$ cat src/rtl/ex_pipe_skid.sv
// ex_pipe_skid: elastic ID/EX pipeline stage with a two-entry skid buffer.
// Every output is taken directly from a register. The head (main) register
// is zeroed whenever the stage empties, so an idle stage presents an
// all-zero no-op bubble downstream.
//
// state | meaning
// ------+-----------------------------------------------------------
// EMPTY | no entry held; out_valid=0, outputs are zero
// BUSY  | one entry held in main; in_ready=1
// FULL  | main and skid both held; in_ready=0 until execute consumes
module ex_pipe_skid #(
    parameter int DATA_W  = 32,
    parameter int NFIELDS = 4,
    parameter int CTRL_W  = 8,
    parameter int CNT_W   = 16
) (
    input  logic                      clk,
    input  logic                      reset,
    input  logic                      flush,
    input  logic                      in_valid,
    output logic                      in_ready,
    input  logic [NFIELDS*DATA_W-1:0] in_data,
    input  logic [CTRL_W-1:0]         in_ctrl,
    output logic                      out_valid,
    input  logic                      out_ready,
    output logic [NFIELDS*DATA_W-1:0] out_data,
    output logic [CTRL_W-1:0]         out_ctrl,
    output logic [1:0]                occupancy,
    output logic [CNT_W-1:0]          stall_cnt
);

    typedef enum logic [1:0] {
        EMPTY = 2'd0,
        BUSY  = 2'd1,
        FULL  = 2'd2
    } state_t;

    state_t state, state_nxt;

    logic in_ready_q;
    logic out_valid_q;
    logic in_fire;
    logic out_fire;

    logic load_main_in;
    logic load_main_skid;
    logic load_skid;
    logic clear_main;

    logic [NFIELDS*DATA_W-1:0] main_data, skid_data;
    logic [CTRL_W-1:0]         main_ctrl, skid_ctrl;

    assign in_fire  = in_valid & in_ready_q;
    assign out_fire = out_valid_q & out_ready;

    // State register; reset wins over flush and handshakes.
    always_ff @(posedge clk) begin
        if (!reset) begin
            state <= EMPTY;
        end else begin
            state <= state_nxt;
        end
    end

    // Next state and register load selects. Flush overrides everything
    // so an entry accepted in the flush cycle is dropped.
    always_comb begin
        state_nxt      = state;
        load_main_in   = 1'b0;
        load_main_skid = 1'b0;
        load_skid      = 1'b0;
        clear_main     = 1'b0;
        case (state)
            EMPTY: begin
                if (in_fire) begin
                    state_nxt    = BUSY;
                    load_main_in = 1'b1;
                end
            end
            BUSY: begin
                if (in_fire && out_fire) begin
                    load_main_in = 1'b1;
                end else if (in_fire) begin
                    state_nxt = FULL;
                    load_skid = 1'b1;
                end else if (out_fire) begin
                    state_nxt  = EMPTY;
                    clear_main = 1'b1;
                end
            end
            FULL: begin
                if (out_fire) begin
                    state_nxt      = BUSY;
                    load_main_skid = 1'b1;
                end
            end
            default: begin
                state_nxt  = EMPTY;
                clear_main = 1'b1;
            end
        endcase
        if (flush) begin
            state_nxt      = EMPTY;
            load_main_in   = 1'b0;
            load_main_skid = 1'b0;
            load_skid      = 1'b0;
            clear_main     = 1'b1;
        end
    end

    // Head register: zeroed when the stage empties so the bubble is a no-op.
    always_ff @(posedge clk) begin
        if (!reset) begin
            main_data <= '0;
            main_ctrl <= '0;
        end else if (clear_main) begin
            main_data <= '0;
            main_ctrl <= '0;
        end else if (load_main_in) begin
            main_data <= in_data;
            main_ctrl <= in_ctrl;
        end else if (load_main_skid) begin
            main_data <= skid_data;
            main_ctrl <= skid_ctrl;
        end
    end

    // Skid register: captures the one entry absorbed after execute stalls.
    always_ff @(posedge clk) begin
        if (!reset || flush) begin
            skid_data <= '0;
            skid_ctrl <= '0;
        end else if (load_skid) begin
            skid_data <= in_data;
            skid_ctrl <= in_ctrl;
        end
    end

    // Handshake flags registered from the next state so neither ready nor
    // valid has a combinational path from the inputs.
    always_ff @(posedge clk) begin
        if (!reset) begin
            in_ready_q  <= 1'b1;
            out_valid_q <= 1'b0;
        end else begin
            in_ready_q  <= (state_nxt != FULL);
            out_valid_q <= (state_nxt != EMPTY);
        end
    end

    // Saturating stall counter; flush does not touch it, only reset clears it.
    always_ff @(posedge clk) begin
        if (!reset) begin
            stall_cnt <= '0;
        end else if (out_valid_q && !out_ready && (stall_cnt != {CNT_W{1'b1}})) begin
            stall_cnt <= stall_cnt + {{(CNT_W-1){1'b0}}, 1'b1};
        end
    end

    assign in_ready  = in_ready_q;
    assign out_valid = out_valid_q;
    assign out_data  = main_data;
    assign out_ctrl  = main_ctrl;
    assign occupancy = state;

endmodule
$ cat config.mk
export PLATFORM = sky130hd
export DESIGN_NAME = ex_pipe_skid
export DESIGN_NICKNAME = d
export VERILOG_FILES = /design/src/rtl/ex_pipe_skid.sv
export SDC_FILE = /design/constraint.sdc
export NUM_CORES = 1
export LEC_CHECK = 0
export CAP_MARGIN = 20
export CORE_MARGIN = 8
export CORE_UTILIZATION = 50
export CTS_BUF_LIST = sky130_fd_sc_hd__clkbuf_8
export DETAILED_ROUTE_END_ITERATION = 10
export PLACE_DENSITY_LB_ADDON = 0.25
export SKIP_CTS_REPAIR_TIMING = 1
export SYNTH_ARGS = -nofsm -noshare
export SYNTH_HDL_FRONTEND = slang
export SYNTH_SLANG_ARGS = --single-unit
$ cat constraint.sdc
create_clock -name clk -period 5.1 [get_ports clk]
set_input_delay 1.02 -clock clk [delete_from_list [all_inputs] [get_ports clk]]
set_output_delay 1.02 -clock clk [all_outputs]
set_load 0.02 [all_outputs]
; After elaboration in Yosys (flattened, before gate mapping)
; Cells that the tools add are included.
; Widths: inputs -> output; s select.
[classes]
addsub = 1
n_eq_ne = 4
muxes = 25
bitwise = 3
reduce_logical = 11
[ops]
columns = cell, count
row1 = $mux 128, 2
row2 = $add 16x1->16 const B, 1
row3 = $mux 8, 2
row4 = $ne 16x16->1 const B, 1
row5 = $mux 1, 12
row6 = $mux 2, 6
row7 = $pmux 2 s3, 1
row8 = $pmux 1 s2, 2
row9 = $reduce_bool 2->1, 2
row10 = $reduce_or 2->1, 2
row11 = $logic_and 1x1->1, 3
row12 = $and 1x1->1, 2
row13 = $eq 2x1->1 const B, 1
row14 = $eq 2x2->1 const B, 1
row15 = $logic_not 1->1, 2
row16 = $logic_not 2->1, 1
row17 = $ne 2x2->1 const B, 1
row18 = $logic_or 1x1->1, 1
row19 = $not 1->1, 1
[totals]
regBits = 292
input_bits = 141
out_inout_bits = 156

; Logic depth before layout (Yosys ltp)
[logic_depth]
depth_word = 7
mapped_depth = 7
mapped_depth_nobuf = 5

; Least setup slack after synthesis
; Ideal clock, no wire load.
[synth_path]
path_type = input-to-reg
startpoint = input port reset
endpoint = register main_data[43] (netlist: out_data[43])
arrival_ps = 2140
t_required_ps = 4974
slack_ps = 2833
stages = 7
path_buffers = 4
cell_sequence = buf_2 nand2b_1 a21o_1 buf_2 clkbuf_1 buf_2 a211oi_2
[synth_between]
elab_chain_cells = 2
[synth_lines]
columns = element, line
row1 = from (decl), 18  ; input logic reset,
row2 = $not 1->1 (no source line), -
row3 = $reduce_or 2->1 (no source line), -
row4 = to (signal assigned), 120  ; main_data <= in_data;
row5 = to (signal assigned), 123  ; main_data <= skid_data;
row6 = to (decl), 50  ; logic [NFIELDS*DATA_W-1:0] main_data, skid_data;
; Every way passes these cells.
; A chain may end at the register's enable or synchronous reset.

; Final worst setup path
[layout_path]
startpoint = input port out_ready
endpoint = register main_data[73] (netlist: out_data[73])
[layout_between]
elab_chain_cells = 7
elab_cells_between_ends = 15
[layout_lines]
columns = element, line
row1 = from (decl), 25  ; input logic out_ready,
row2 = $and 1x1->1 (*), 54  ; assign out_fire = out_valid_q & out_ready;
row3 = $mux 1, "86, 92"
row4 = $mux 1, 83  ; end else if (in_fire) begin
row5 = $mux 1, 81  ; if (in_fire && out_fire) begin
row6 = $pmux 1 s2, 73  ; case (state)
row7 = $mux 1, 102  ; if (flush) begin
row8 = $reduce_or 2->1 (no source line), -
; Every way passes the cells marked *; elsewhere a longest branch is shown, timed or not.

==> out/results.ini <==
[layout]
drive_above_1_share=0.103
insertedDiodeCount=0
fin_util=0.664
nets=1705
multi_input_area_um2=5640
fill_cells=1983
register_area_um2=5850
design_area_um2=16000
area_growth_pct=32.1

[sta]
finalMaxSlewViolations=0
finalSetupTns_ns=0
worstMarginPinSlew_ns=1.00
skew_ns=0.0230
hold_violations=0
rsz0062_at_grt=false
fin_hold_ws_ns=0.453
setup_viol=0
post-route-min-period_ns=2.95
period_share=0.578
max_freq_mhz=340
relSlewSlack=0.331

[die]
io_pins=297
coreArea_um2=24000
die_x_um=171
placementRows=57
start_util=0.502
die_h_um=171
die_area_um2=29400

[place]
gp_congestion=0.793
hpwlAfterDp_mm=21.2
place_area_um2=15000
portBuffers=296

[worst_hold_path]
hold_path.class=reg -> reg
hold_start=skid_data[87]

[route]
firstDrtPassIters=5
vias=10300
drc=0
vias_per_cell=5.35
wire_per_inst_um=17.3
routed_wl_mm=33.2
drt_iter0_drc=736
drtAntennaViolNets=0

[global_routing]
grt_pass1_vias=10000
grtUsageTotal=0.215
grt_pass1_wl_mm=51.6
overflow=0
antenna_found_initial=1
grt_max_degree=99

[logic_synthesis]
synth-edff-count=0
synth_top_cell_by_area=dfxtp_1
synthFlopType=dfxtp_1
synthDistinctLibCells=41
yosys_warnings=0
synth_seq_cells=292
yosysMostFrequentCell=dfxtp_1
synth_top_area_frac=0.484
synthTopCellsByCount=292 x dfxtp_1, 281 x nand2_1, 146 x a21oi_1, 141 x mux2i_1, 139 x nor2_1
ys_seq_area_frac=0.484
netlist_top_cells_area=dfxtp_1 48%, mux2i_1 12%, nand2_1 8.7%
synth_area_um2=12100
synth_cells=1312
avgSynthCellArea_um2=9.20
synth_nets=1454
async_reset_ff_frac=0

[clock_tree]
worstSkewPairLatency_ns=0.56
cts_sinks=292
cts_buffers=47
cts_root_buffer=clkbuf_8
htreeDepth=2
ctsLongestPathBuffers=3
clk_pin_slew_ns=0.06
cts_tree=yes

[power]
powerDensity_nw_per_um2=298
p_leak_nw=6.26
total_power_mw=4.75
ir_drop_uv=204

[critical_path]
reg2reg_slack_ns=2.63
r2r-start=occupancy[0]
critPathCaptureType=flop
crit_fanout=55
cp.required_ns=5.55
cp.arrival_ns=3.39
critPathLaunchType=primary input
startpoint=out_ready
worstSetupPathType=in -> reg

[job]
cap_violations=0

[run_status]
status=finished, final reports clean

registers in the layout, summed over array words and instances (netlist names):
name       flops
stall_cnt     16
out_data     128
skid_ctrl      8
skid_data    128
occupancy      2
out_valid      1
in_ready       1
out_ctrl       8
final timing paths:
kind                   endpoint  depth (start not counted)
setup reg to reg   out_data[73]                          5
hold / removal    skid_data[87]                          2
hold reg to reg   skid_data[87]                          2
setup / recovery   out_data[73]                          6
metrics by stage:
step / setup WS, ns / std cells
CTS: 2.17 / 1921
global route: 2.07 / 1922
detailed placement: 1.69 / 1837
global placement: 1.76 / 1837
floorplan: 2.83 / 1312
finish: 2.15 / 1922
cell type report:
type                            count  area share
Timing Repair Buffer              310       0.197
Multi-Input combinational cell    906       0.354
Sequential cell                   292       0.366
Tap cell                          324      0.0254
Clock buffer                       57      0.0492
Clock inverter                     27     0.00706
Inverter                            6     0.00141
placed cells by master (no fill, tap or decap), drive strengths merged, types with 2 or more instances in the layout:
master         instances
clkdlybuf4s50        296
dfxtp                292
nand2                281
a21oi                146
mux2i                141
nor2                 139
a211oi               137
clkbuf                58
inv                   29
buf                   13
nand4                  6
or3                    6
nand3                  5
o31ai                  5
or4                    5
nor4                   5
o21ai                  4
and3                   3
clkinvlp               3
nand2b                 3
nand3b                 2
o31a                   2
o21a                   2
nor3                   2
layer usage:
metal  vias to the layer above  GRT usage  part of all wire  wire length (um)
met1                      4892      0.271              0.43             14300
met3                        57     0.0686             0.080              2670
li1                       5046          -                 -                 -
met4                         2     0.0681             0.024               804
met2                       284      0.346              0.47             15500
met5                         -          0           0.00039                13
logic make-up after synthesis:
| group | count (synthesis) | share of synthesized area |
|---|---|---|
| and+or+nand+nor | 460 | 0.153 |
| muxes | 141 | 0.117 |
| xor gates and xnor gates | 1 | 0.000726 |
| DFF | 292 | 0.484 |
| buffers and inverters | 114 | 0.0514 |
| AOI/OAI and AO/OA | 303 | 0.193 |
| adders and majority gates | 1 | 0.00104 |
critical path, stage by stage:
cell             delay, ns
clkdlybuf4s50_1       0.47
a21bo_2               0.27
or3b_4                0.68
buf_4                 0.54
nor2_1                0.13
a211oi_2              0.25
where the power goes:
part / switching, mW / internal [mW]
Combinational: 0.263 / 0.227
Sequential: 0.0279 / 2.33
Clock: 0.896 / 1.00
Power figures use the tool's default switching activity.
